===== src/rtl/fetch_pkg.sv =====
// ---------------------------------------------------------------------------
// fetch_pkg
// Shared definitions for the instruction-fetch controller:
//   fetch_state_e : fetch FSM states
//   NOP_INSTR     : instruction word the IF/ID register holds after reset
//   PC_STEP       : sequential PC increment
//   align_pc()    : forces a target address onto a word boundary
// ---------------------------------------------------------------------------
package fetch_pkg;

    typedef enum logic [1:0] {
        ST_REQ  = 2'd0,   // issuing a request, waiting for grant
        ST_WAIT = 2'd1,   // granted, waiting for read data
        ST_HOLD = 2'd2,   // data parked in the skid buffer behind a stall
        ST_DROP = 2'd3    // outstanding response belongs to a squashed fetch
    } fetch_state_e;

    localparam logic [31:0] NOP_INSTR = 32'h0000_0013;
    localparam logic [31:0] PC_STEP   = 32'd4;

    function automatic logic [31:0] align_pc(input logic [31:0] pc);
        return {pc[31:2], 2'b00};
    endfunction

endpackage


===== src/rtl/fetch_if.sv =====
// ---------------------------------------------------------------------------
// fetch_if
// Instruction-memory request/response bus.
//   imem_req_o    : request valid (fetch side -> memory)
//   imem_addr_o   : request address (fetch side -> memory)
//   imem_gnt_i    : request accepted this cycle (memory -> fetch side)
//   imem_rvalid_i : read data valid, one per granted request (memory -> fetch side)
//   imem_rdata_i  : instruction word (memory -> fetch side)
// master = fetch controller, slave = instruction memory.
// ---------------------------------------------------------------------------
interface fetch_if;
    logic        imem_req_o;
    logic [31:0] imem_addr_o;
    logic        imem_gnt_i;
    logic        imem_rvalid_i;
    logic [31:0] imem_rdata_i;

    modport master (
        output imem_req_o,
        output imem_addr_o,
        input  imem_gnt_i,
        input  imem_rvalid_i,
        input  imem_rdata_i
    );

    modport slave (
        input  imem_req_o,
        input  imem_addr_o,
        output imem_gnt_i,
        output imem_rvalid_i,
        output imem_rdata_i
    );
endinterface


===== src/rtl/fetch_skid.sv =====
// ---------------------------------------------------------------------------
// fetch_skid
// 32-bit holding register for an instruction that arrived while decode was
// stalled. Clear has priority over load.
//   i_clk, i_rst_n : clock, asynchronous active-low reset
//   i_load         : capture i_data and mark valid
//   i_clear        : discard contents
//   i_data         : instruction word to capture
//   o_data/o_valid : held word and its valid flag
// ---------------------------------------------------------------------------
module fetch_skid (
    input  logic        i_clk,
    input  logic        i_rst_n,
    input  logic        i_load,
    input  logic        i_clear,
    input  logic [31:0] i_data,
    output logic [31:0] o_data,
    output logic        o_valid
);
    logic [31:0] r_data;
    logic        r_valid;

    always_ff @(posedge i_clk or negedge i_rst_n) begin
        if (!i_rst_n) begin
            r_data  <= '0;
            r_valid <= 1'b0;
        end else if (i_clear) begin
            r_data  <= '0;
            r_valid <= 1'b0;
        end else if (i_load) begin
            r_data  <= i_data;
            r_valid <= 1'b1;
        end
    end

    assign o_data  = r_data;
    assign o_valid = r_valid;
endmodule


===== src/rtl/fetch_ctrl.sv =====
// ---------------------------------------------------------------------------
// fetch_ctrl
// Instruction-fetch controller: issues one memory request at a time for the
// current PC, loads the IF/ID register, absorbs a response that lands during
// a stall in a skid buffer, and squashes in-flight fetches on redirect.
//   clk_i, rst_ni       : clock, asynchronous active-low reset
//   pc_i / nxt_pc_o     : current PC in, next PC out (combinational)
//   imem                : instruction-memory bus (master side)
//   stall_i             : hold IF/ID
//   redirect_i/_pc_i    : taken branch/jump from EX and its target
//   if_id_*_o           : IF/ID pipeline register
//   misalign_o          : redirect target not word aligned (combinational)
// ---------------------------------------------------------------------------
module fetch_ctrl
    import fetch_pkg::*;
(
    input  logic        clk_i,
    input  logic        rst_ni,
    input  logic [31:0] pc_i,
    output logic [31:0] nxt_pc_o,
    fetch_if.master     imem,
    input  logic        stall_i,
    input  logic        redirect_i,
    input  logic [31:0] redirect_pc_i,
    output logic        if_id_valid_o,
    output logic [31:0] if_id_pc_o,
    output logic [31:0] if_id_instr_o,
    output logic        misalign_o
);
    fetch_state_e r_state;
    logic         r_imem_req;
    logic         r_if_id_valid;
    logic [31:0]  r_if_id_pc;
    logic [31:0]  r_if_id_instr;

    logic         w_rvalid;
    logic [31:0]  w_rdata;
    logic         w_accept_rsp;
    logic         w_park_rsp;
    logic         w_unpark;
    logic         w_advance;
    logic         w_skid_load;
    logic         w_skid_clear;
    logic [31:0]  w_skid_data;
    logic         w_skid_valid;

    assign w_rvalid = imem.imem_rvalid_i;
    assign w_rdata  = imem.imem_rdata_i;

    // A response goes straight to IF/ID unless decode is stalled on a valid
    // instruction, in which case it is parked in the skid buffer.
    assign w_accept_rsp = (r_state == ST_WAIT) && w_rvalid && (!stall_i || !r_if_id_valid);
    assign w_park_rsp   = (r_state == ST_WAIT) && w_rvalid && stall_i && r_if_id_valid;
    assign w_unpark     = (r_state == ST_HOLD) && !stall_i && w_skid_valid;
    assign w_advance    = !redirect_i && (w_accept_rsp || w_unpark);

    assign w_skid_load  = !redirect_i && w_park_rsp;
    assign w_skid_clear = redirect_i || w_unpark;

    fetch_skid u_skid (
        .i_clk   (clk_i),
        .i_rst_n (rst_ni),
        .i_load  (w_skid_load),
        .i_clear (w_skid_clear),
        .i_data  (w_rdata),
        .o_data  (w_skid_data),
        .o_valid (w_skid_valid)
    );

    // The PC only moves when an instruction is handed to decode, or on redirect.
    always_comb begin
        nxt_pc_o = pc_i;
        if (!rst_ni)
            nxt_pc_o = '0;
        else if (redirect_i)
            nxt_pc_o = align_pc(redirect_pc_i);
        else if (w_advance)
            nxt_pc_o = pc_i + PC_STEP;
    end

    always_ff @(posedge clk_i or negedge rst_ni) begin
        if (!rst_ni) begin
            r_state       <= ST_REQ;
            r_imem_req    <= 1'b1;
            r_if_id_valid <= 1'b0;
            r_if_id_pc    <= '0;
            r_if_id_instr <= NOP_INSTR;
        end else if (redirect_i) begin
            r_if_id_valid <= 1'b0;
            // A fetch still in flight must have its response swallowed.
            case (r_state)
                ST_REQ: begin
                    r_state    <= imem.imem_gnt_i ? ST_DROP : ST_REQ;
                    r_imem_req <= !imem.imem_gnt_i;
                end
                ST_WAIT, ST_DROP: begin
                    r_state    <= w_rvalid ? ST_REQ : ST_DROP;
                    r_imem_req <= w_rvalid;
                end
                ST_HOLD: begin
                    r_state    <= ST_REQ;
                    r_imem_req <= 1'b1;
                end
            endcase
        end else begin
            if (w_accept_rsp) begin
                r_if_id_valid <= 1'b1;
                r_if_id_pc    <= pc_i;
                r_if_id_instr <= w_rdata;
            end else if (w_unpark) begin
                r_if_id_valid <= 1'b1;
                r_if_id_pc    <= pc_i;
                r_if_id_instr <= w_skid_data;
            end else if (!stall_i) begin
                r_if_id_valid <= 1'b0;    // bubble
            end

            case (r_state)
                ST_REQ: begin
                    if (imem.imem_gnt_i) begin
                        r_state    <= ST_WAIT;
                        r_imem_req <= 1'b0;
                    end
                end
                ST_WAIT: begin
                    if (w_accept_rsp) begin
                        r_state    <= ST_REQ;
                        r_imem_req <= 1'b1;
                    end else if (w_park_rsp) begin
                        r_state <= ST_HOLD;
                    end
                end
                ST_HOLD: begin
                    if (!stall_i) begin
                        r_state    <= ST_REQ;
                        r_imem_req <= 1'b1;
                    end
                end
                ST_DROP: begin
                    if (w_rvalid) begin
                        r_state    <= ST_REQ;
                        r_imem_req <= 1'b1;
                    end
                end
            endcase
        end
    end

    assign imem.imem_req_o  = r_imem_req;
    assign imem.imem_addr_o = pc_i;
    assign if_id_valid_o    = r_if_id_valid;
    assign if_id_pc_o       = r_if_id_pc;
    assign if_id_instr_o    = r_if_id_instr;
    assign misalign_o       = redirect_i & (|redirect_pc_i[1:0]);
endmodule

===== src/flat_wrapper.sv =====
// flat-port wrapper written by rule: the top's interface ports become plain ports
module fetch_ctrl_flat import fetch_pkg::*;
  (clk_i, rst_ni, pc_i, nxt_pc_o, stall_i, redirect_i, redirect_pc_i, if_id_valid_o, if_id_pc_o, if_id_instr_o, misalign_o, imem_imem_req_o, imem_imem_addr_o, imem_imem_gnt_i, imem_imem_rvalid_i, imem_imem_rdata_i);
  fetch_if imem_i ();
  input  logic clk_i;
  input  logic rst_ni;
  input  logic [31:0] pc_i;
  output logic [31:0] nxt_pc_o;
  input  logic stall_i;
  input  logic redirect_i;
  input  logic [31:0] redirect_pc_i;
  output logic if_id_valid_o;
  output logic [31:0] if_id_pc_o;
  output logic [31:0] if_id_instr_o;
  output logic misalign_o;
  output wire logic [$bits(imem_i.imem_req_o)-1:0] imem_imem_req_o;
  output wire logic [$bits(imem_i.imem_addr_o)-1:0] imem_imem_addr_o;
  input wire logic [$bits(imem_i.imem_gnt_i)-1:0] imem_imem_gnt_i;
  input wire logic [$bits(imem_i.imem_rvalid_i)-1:0] imem_imem_rvalid_i;
  input wire logic [$bits(imem_i.imem_rdata_i)-1:0] imem_imem_rdata_i;
  assign imem_imem_req_o = imem_i.imem_req_o;
  assign imem_imem_addr_o = imem_i.imem_addr_o;
  assign imem_i.imem_gnt_i = imem_imem_gnt_i;
  assign imem_i.imem_rvalid_i = imem_imem_rvalid_i;
  assign imem_i.imem_rdata_i = imem_imem_rdata_i;
  fetch_ctrl u_core (.clk_i(clk_i), .rst_ni(rst_ni), .pc_i(pc_i), .nxt_pc_o(nxt_pc_o), .imem(imem_i), .stall_i(stall_i), .redirect_i(redirect_i), .redirect_pc_i(redirect_pc_i), .if_id_valid_o(if_id_valid_o), .if_id_pc_o(if_id_pc_o), .if_id_instr_o(if_id_instr_o), .misalign_o(misalign_o));
endmodule

===== config.mk =====
export PLATFORM = sky130hd
export DESIGN_NAME = fetch_ctrl_flat
export DESIGN_NICKNAME = d
export VERILOG_FILES = /design/src/rtl/fetch_pkg.sv /design/src/rtl/fetch_if.sv /design/src/rtl/fetch_skid.sv /design/src/rtl/fetch_ctrl.sv /design/src/flat_wrapper.sv
export SDC_FILE = /design/constraint.sdc
export NUM_CORES = 1
export LEC_CHECK = 0
export ABC_CLOCK_PERIOD_IN_PS = 3600
export BUFFER_PORTS_ARGS = -buffer_cell sky130_fd_sc_hd__clkbuf_2
export CAP_MARGIN = 10
export CORE_MARGIN = 3
export CORE_UTILIZATION = 30
export DETAILED_ROUTE_END_ITERATION = 16
export MAX_ROUTING_LAYER = met4
export PLACE_DENSITY = 0.6
export SETUP_SLACK_MARGIN = 0.2
export SLEW_MARGIN = 10
export SYNTH_ARGS = -nofsm -noshare
export SYNTH_HDL_FRONTEND = slang
export SYNTH_SLANG_ARGS = --single-unit

===== constraint.sdc =====
create_clock -name clk_i -period 3.6 [get_ports clk_i]
set_input_delay 0.36 -clock clk_i [delete_from_list [all_inputs] [get_ports clk_i]]
set_output_delay 0.36 -clock clk_i [all_outputs]
set_load 0.1 [all_outputs]

# After elaboration in Yosys (flattened, before gate mapping)
# Cells that the tools add are included.
dict set report word_totals {
  word_cells 74
  reg_bits 101
  in_bits 102
}
dict set report classes {
  n_bitwise 2
  n_reduce_logical 23
  n_mux 32
  add_sub_neg 1
  n_eq_ne 9
}
# operator count
set op_table {}
lappend op_table {{$mux 32} 9}
lappend op_table {{$add 32x3->32 const B} 1}
lappend op_table {{$mux 2} 8}
lappend op_table {{$mux 1} 11}
lappend op_table {{$ne 3x3->1 const B} 3}
lappend op_table {{$logic_and 1x1->1} 8}
lappend op_table {{$pmux 2 s4} 1}
lappend op_table {{$reduce_and 4->1} 2}
lappend op_table {{$pmux 2 s3} 1}
lappend op_table {{$eq 2x2->1 const B} 2}
lappend op_table {{$logic_not 1->1} 4}
lappend op_table {{$ne 4x1->1 const B} 1}
lappend op_table {{$ne 4x2->1 const B} 1}
lappend op_table {{$pmux 1 s4} 1}
lappend op_table {{$reduce_bool 2->1} 2}
lappend op_table {{$reduce_or 2->1} 2}
lappend op_table {{$logic_or 1x1->1} 3}
lappend op_table {{$ne 3x2->1 const B} 1}
lappend op_table {{$pmux 1 s3} 1}
lappend op_table {{$eq 2x1->1 const B} 1}
lappend op_table {{$logic_not 2->1} 1}
lappend op_table {{$reduce_and 2->1} 1}
lappend op_table {{$and 1x1->1} 1}
lappend op_table {{$not 1->1} 1}

# Logic depth before layout (Yosys ltp)
dict set report depth {
  depth_word 8
  mapped_depth 8
}

# Modules after synthesis
# A second synthesis with hierarchy kept.
dict set report unflattened {
  hier_cells 616
  area_unflattened_um2 5612.9
}
# mod instances cells_per_inst area_each_um2 seq_area_each_um2
set modules_own_cells {}
lappend modules_own_cells {fetch_ctrl 1 509 4250.3 1706.6}
lappend modules_own_cells {fetch_skid 1 107 1362.6 825.8}

# Worst setup path after synthesis
# No wires, ideal clock.
dict set report synth_path {
  path_type {register to output}
  start {reg u_core.r_if_id_valid (netlist: u_core.if_id_valid_o)}
  end {out nxt_pc_o[26]}
  required_time_ns 3.240
  setup_slack_ns -1.136
  path_stages_with_launch 7
  t_arrival_ns 4.376
  cell_sequence {dfrtp_1 > nand2_1 > a21oi_2 > or4b_1 > buf_2 > o31a_1 > a211oi_1}
}
dict set report synth_between {
  elab_chain_cells 8
}
# element line_no
set synth_lines {}
lappend synth_lines {{start: declaration} fetch_ctrl.sv:32} ;# logic r_if_id_valid;
lappend synth_lines {{start signal: assignment} fetch_ctrl.sv:85} ;# r_if_id_valid <= 1'b0;
lappend synth_lines {{start signal: assignment} fetch_ctrl.sv:89} ;# r_if_id_valid <= 1'b0;
lappend synth_lines {{start signal: assignment} fetch_ctrl.sv:107} ;# r_if_id_valid <= 1'b1;
lappend synth_lines {{$logic_not 1->1} fetch_ctrl.sv:52} ;# assign w_accept_rsp = (r_state == ST_WAIT) && w_rvalid && (!stall_i || !r_if_id_valid);
lappend synth_lines {{$logic_or 1x1->1} fetch_ctrl.sv:52}
lappend synth_lines {{$logic_and 1x1->1} fetch_ctrl.sv:52}
lappend synth_lines {{$logic_or 1x1->1} fetch_ctrl.sv:55} ;# assign w_advance = !redirect_i && (w_accept_rsp || w_unpark);
lappend synth_lines {{$logic_and 1x1->1} fetch_ctrl.sv:55}
lappend synth_lines {{$mux 32} fetch_ctrl.sv:77} ;# else if (w_advance)
lappend synth_lines {{$mux 32} fetch_ctrl.sv:75} ;# else if (redirect_i)
lappend synth_lines {{$mux 32} fetch_ctrl.sv:73} ;# if (!rst_ni)
lappend synth_lines {{end: declaration} flat_wrapper.sv:8} ;# output logic [31:0] nxt_pc_o;
# No other way between the ends.

# Worst setup path after layout
dict set report layout_path {
  start {reg u_core.r_state[1]}
  end {out nxt_pc_o[24]}
}
dict set report layout_between {
  elab_chain_cells 8
  word_cells_on_any_way 11
  cone_classes {2 x eq/ne; 3 x mux; 6 x reduce/logical}
}
# element line_no
set layout_lines {}
lappend layout_lines {{start: declaration} fetch_ctrl.sv:30} ;# fetch_state_e r_state;
lappend layout_lines {{start signal: assignment} fetch_ctrl.sv:93} ;# r_state <= imem.imem_gnt_i ? ST_DROP : ST_REQ;
lappend layout_lines {{start signal: assignment} fetch_ctrl.sv:97} ;# r_state <= w_rvalid ? ST_REQ : ST_DROP;
lappend layout_lines {{$eq 2x1->1 / $eq 2x2->1 (equally long branches)} {fetch_ctrl.sv:52, fetch_ctrl.sv:54}}
lappend layout_lines {{$logic_and 1x1->1, on equally long branches (2 in series)} {fetch_ctrl.sv:52, fetch_ctrl.sv:54}}
lappend layout_lines {{$logic_or 1x1->1 *} fetch_ctrl.sv:55}
lappend layout_lines {{$logic_and 1x1->1 *} fetch_ctrl.sv:55}
lappend layout_lines {{$mux 32 *} fetch_ctrl.sv:77}
lappend layout_lines {{$mux 32 *} fetch_ctrl.sv:75}
lappend layout_lines {{$mux 32 *} fetch_ctrl.sv:73}
# Every way passes the cells marked *; elsewhere a longest branch is shown, timed or not.

==> flow_summary_export.csv <==
group,metric,value,unit
setup_path,path_cells,"and3b_1 -> a21oi_2 -> or4b_4 -> o21a_1 -> o311a_1 -> clkbuf_2",
clock_network,clock_latency,0.35,ns
clock_network,post_cts_buffers,0,
die,core_area,0.0176,mm2
sta,max_freq,308,MHz
logic_synthesis,syn_area,0.00549,mm2
cells_and_area,fin_util,41.3,%
placed_design,gp_congestion,0.837,
logic_synthesis,synthCells,593,
sta,setup_violations,0,
die,fp.dieH,141,um
sta,rsz0062_at_grt,"no",
setup_path,critPathKind,"reg -> out",
min_path,hp-class,"in -> reg",
routing,drt_iter0_drc,207,
setup_path,critPathLaunchType,"flop",
logic_synthesis,ys_ff_latch,101,
setup_path,crit_family,"simple AND/OR/NAND/NOR gates",
die,die_area,0.0200,mm2
grt,grt_pass1_wl,27500,um
logic_synthesis,syn_nets,696,
routing,viasPerCell,4.91,
routing,top_layer,"met4",
grt,antenna_found_initial,0,
cells_and_area,final_cell_mix,"clkbuf_2 (221), nand2_1 (114), dfrtp_1 (97)",
logic_synthesis,syn_avg_cell_area,9.26,um2
logic_synthesis,synth_cell_types,52,
sta,period_share,90.2,%
routing,met3RoutedLength,1220,um
cells_and_area,n_antenna_cell,0,
outcome,status,"completed",
placed_design,dp_hpwl,12900,um
sta,slew_violations,0,
die,io-pin-count,233,
logic_synthesis,synth_seq_area_share,46.1,%
pwr,powerDensity,815,mW/mm2
cells_and_area,final_common_cell,"clkbuf_2",
placed_design,port_buffers,232,
logic_synthesis,ys.flop_type,"dfrtp_1",
clock_network,clockRootBuffer,"clkbuf_16",
routing,post-route-drc-count,0,
setup_path,cp_slowest_cell,"or4b_4",
die,initial_core_util,31.2,%
setup_path,crit_arrival,2.89,ns
sta,finalCriticalPeriod,3.25,ns
routing,drtPass1Iterations,4,
sta,tightestPinTransition,1.11,ns
die,rows,48,
sta,fin_skew,0.00792,ns
routing,antenna_left,0,
clock_network,cts.sinks,101,
setup_path,end_kind,"output port",
routing,wire_per_inst,17.4,um
setup_path,critPathRequiredTime,3.24,ns
cells_and_area,syn_to_final_growth,32.3,%
clock_network,clk_path_buf_depth,2,
pwr,p_leak,3.49,nW
setup_path,crit_path_max_fanout,12,
run,drv_cap,0,
clock_network,cts-htree-levels,3,
grt,grt_usage,18.0,%
clock_network,path_clk_slew,0.08,ns
routing,wl_met2,8320,um
die,die_w,141,um
clock_network,cts_tree,"yes",
routing,num_vias,4953,
pwr,ir_drop,678,uV
grt,first_global_vias,4829,
logic_synthesis,synth_edf_count,0,
sta,hold_violations,0,
logic_synthesis,async_flop_share,100,%
sta,fin_hold_ws,0.230,ns
grt,grt.overflow.total,0,
sta,timing.max_slew.rel_slack,26.0,%
setup_path,worst-path-buf-inv,1,
routing,finalWirelength,17600,um
cells_and_area,drive_above_1_share,42.0,%
cells_and_area,nFillCells,1785,
setup_path,cpPeakStageDelay,0.66,ns
clock_network,cts_made_buffers,9,
cells_and_area,fin_nets,882,
routing,met1_length,7710,um
grt,grt_max_degree,64,
logic_synthesis,yosysWarnings,0,
## layer usage
metal / up-vias / global-route usage, %
met1: 2323 / 23.1
met3: 20 / 4.45
met2: 195 / 28.8
met5: - / -
met4: 0 / 4.23
li1: 2415 / -
## cell families (layout without fill, tap and decap cells)
group                      Yosys count  after routing  synth area share [%]
and+or+nand+nor                    197            197                  17.3
AOI/OAI and AO/OA                  141            141                  14.5
DFF                                101            101                  46.1
buffers and inverters               75            266                  7.43
muxes                               61             61                  11.8
xor gates and xnor gates            17             17                  2.71
adders and majority gates            1              1                 0.228
## cell usage after synthesis, drive strengths merged, types with 2 or more instances
cell / instances / area [um2]
and2: 4 / 25.0
nor4: 6 / 37.5
dfstp: 4 / 105
nor3: 6 / 30.0
o31ai: 4 / 30.0
nor2: 14 / 52.6
clkbuf: 32 / 120
a211oi: 4 / 30.0
a21oi: 49 / 249
and4: 4 / 37.5
o311a: 3 / 30.0
or4: 5 / 37.5
nor3b: 2 / 15.0
nand2: 116 / 435
o21ai: 62 / 310
nand4: 7 / 43.8
nand3: 11 / 67.6
xnor2: 14 / 123
mux2i: 32 / 320
nor2b: 3 / 18.8
buf: 38 / 269
inv: 4 / 15.0
a31oi: 5 / 31.3
nor4b: 3 / 26.3
a311oi: 3 / 26.3
a21boi: 2 / 15.0
nand2b: 5 / 31.3
xor2: 3 / 26.3
and3: 4 / 25.0
o21a: 4 / 30.0
mux2: 29 / 327
dfrtp: 97 / 2430
## through the flow
step / power [mW] / setup TNS [ns] / std cells / setup slack (ns) / area [um2]
after floorplan: 4.35 / -0.384 / 593 / -0.206 / 5650
after global placement: 4.94 / 0 / 992 / 0.544 / 6950
after detailed placement: 4.96 / 0 / 992 / 0.513 / 6950
after CTS: 6.00 / 0 / 1009 / 0.229 / 7260
after global routing: 6.17 / 0 / 1009 / 0.226 / 7270
final: 5.92 / 0 / 1009 / 0.353 / 7270
## worst register-to-register path, cell delays in order, from the launching register on
cell and delay (ns):
dfrtp_1 0.42, and3b_1 0.27, a21o_1 0.29, nand2_4 0.10, buf_4 0.49, mux2_2 0.42
## cell type report
| class | count | area (um2) | area share [%] |
|---|---|---|---|
| tap | 225 | 282 | 3.87 |
| clock buffer | 11 | 253 | 3.48 |
| inverter | 5 | 18.8 | 0.258 |
| multi-input combinational | 417 | 2730 | 37.6 |
| timing repair buffer | 245 | 1400 | 19.3 |
| clock inverter | 5 | 48.8 | 0.672 |
| sequential | 101 | 2530 | 34.9 |
## repair_timing
action	CTS	global route
hold endpoints to repair	14	0
setup endpoints to repair	3	1
pin swaps	0	0
gates resized for setup	1	1
hold buffers	1	0
## path summary, 6_finish.rpt
check / end / cells past startpoint / start / slack [ns]
max: nxt_pc_o[24] / 6 / u_core.r_state[1]$_DFFE_PN0P_ / 0.35
min reg2reg: u_core.if_id_instr_o[4]$_DFFE_PN1P_ / 2 / u_core.if_id_instr_o[4]$_DFFE_PN1P_ / 0.48
max in group asynchronous: u_core.u_skid.o_data[26]$_DFFE_PN0P_ / 4 / rst_ni / 1.75
max reg2reg: u_core.if_id_pc_o[19]$_DFFE_PN0P_ / 5 / u_core.r_state[1]$_DFFE_PN0P_ / 1.51
min in group asynchronous: u_core.if_id_pc_o[9]$_DFFE_PN0P_ / 2 / rst_ni / 0.54
min: u_core.u_skid.o_data[22]$_DFFE_PN0P_ / 3 / imem_imem_rdata_i[22] / 0.23
## registers in the layout, summed over array words and instances (netlist names)
| signal | count |
|---|---|
| u_core.r_state | 2 |
| u_core.u_skid.o_valid | 1 |
| u_core.if_id_pc_o | 32 |
| u_core.if_id_instr_o | 32 |
| u_core.u_skid.o_data | 32 |
| u_core.imem.imem_req_o | 1 |
| u_core.if_id_valid_o | 1 |
## report_power, final
| group | total, mW | internal, mW | switching, mW |
|---|---|---|---|
| clock | 1.01 | 0.524 | 0.481 |
| combinational | 3.34 | 0.524 | 2.82 |
| sequential | 1.57 | 1.42 | 0.156 |
| total | 5.92 | 2.47 | 3.46 |
(Power assumes the default switching activity.)
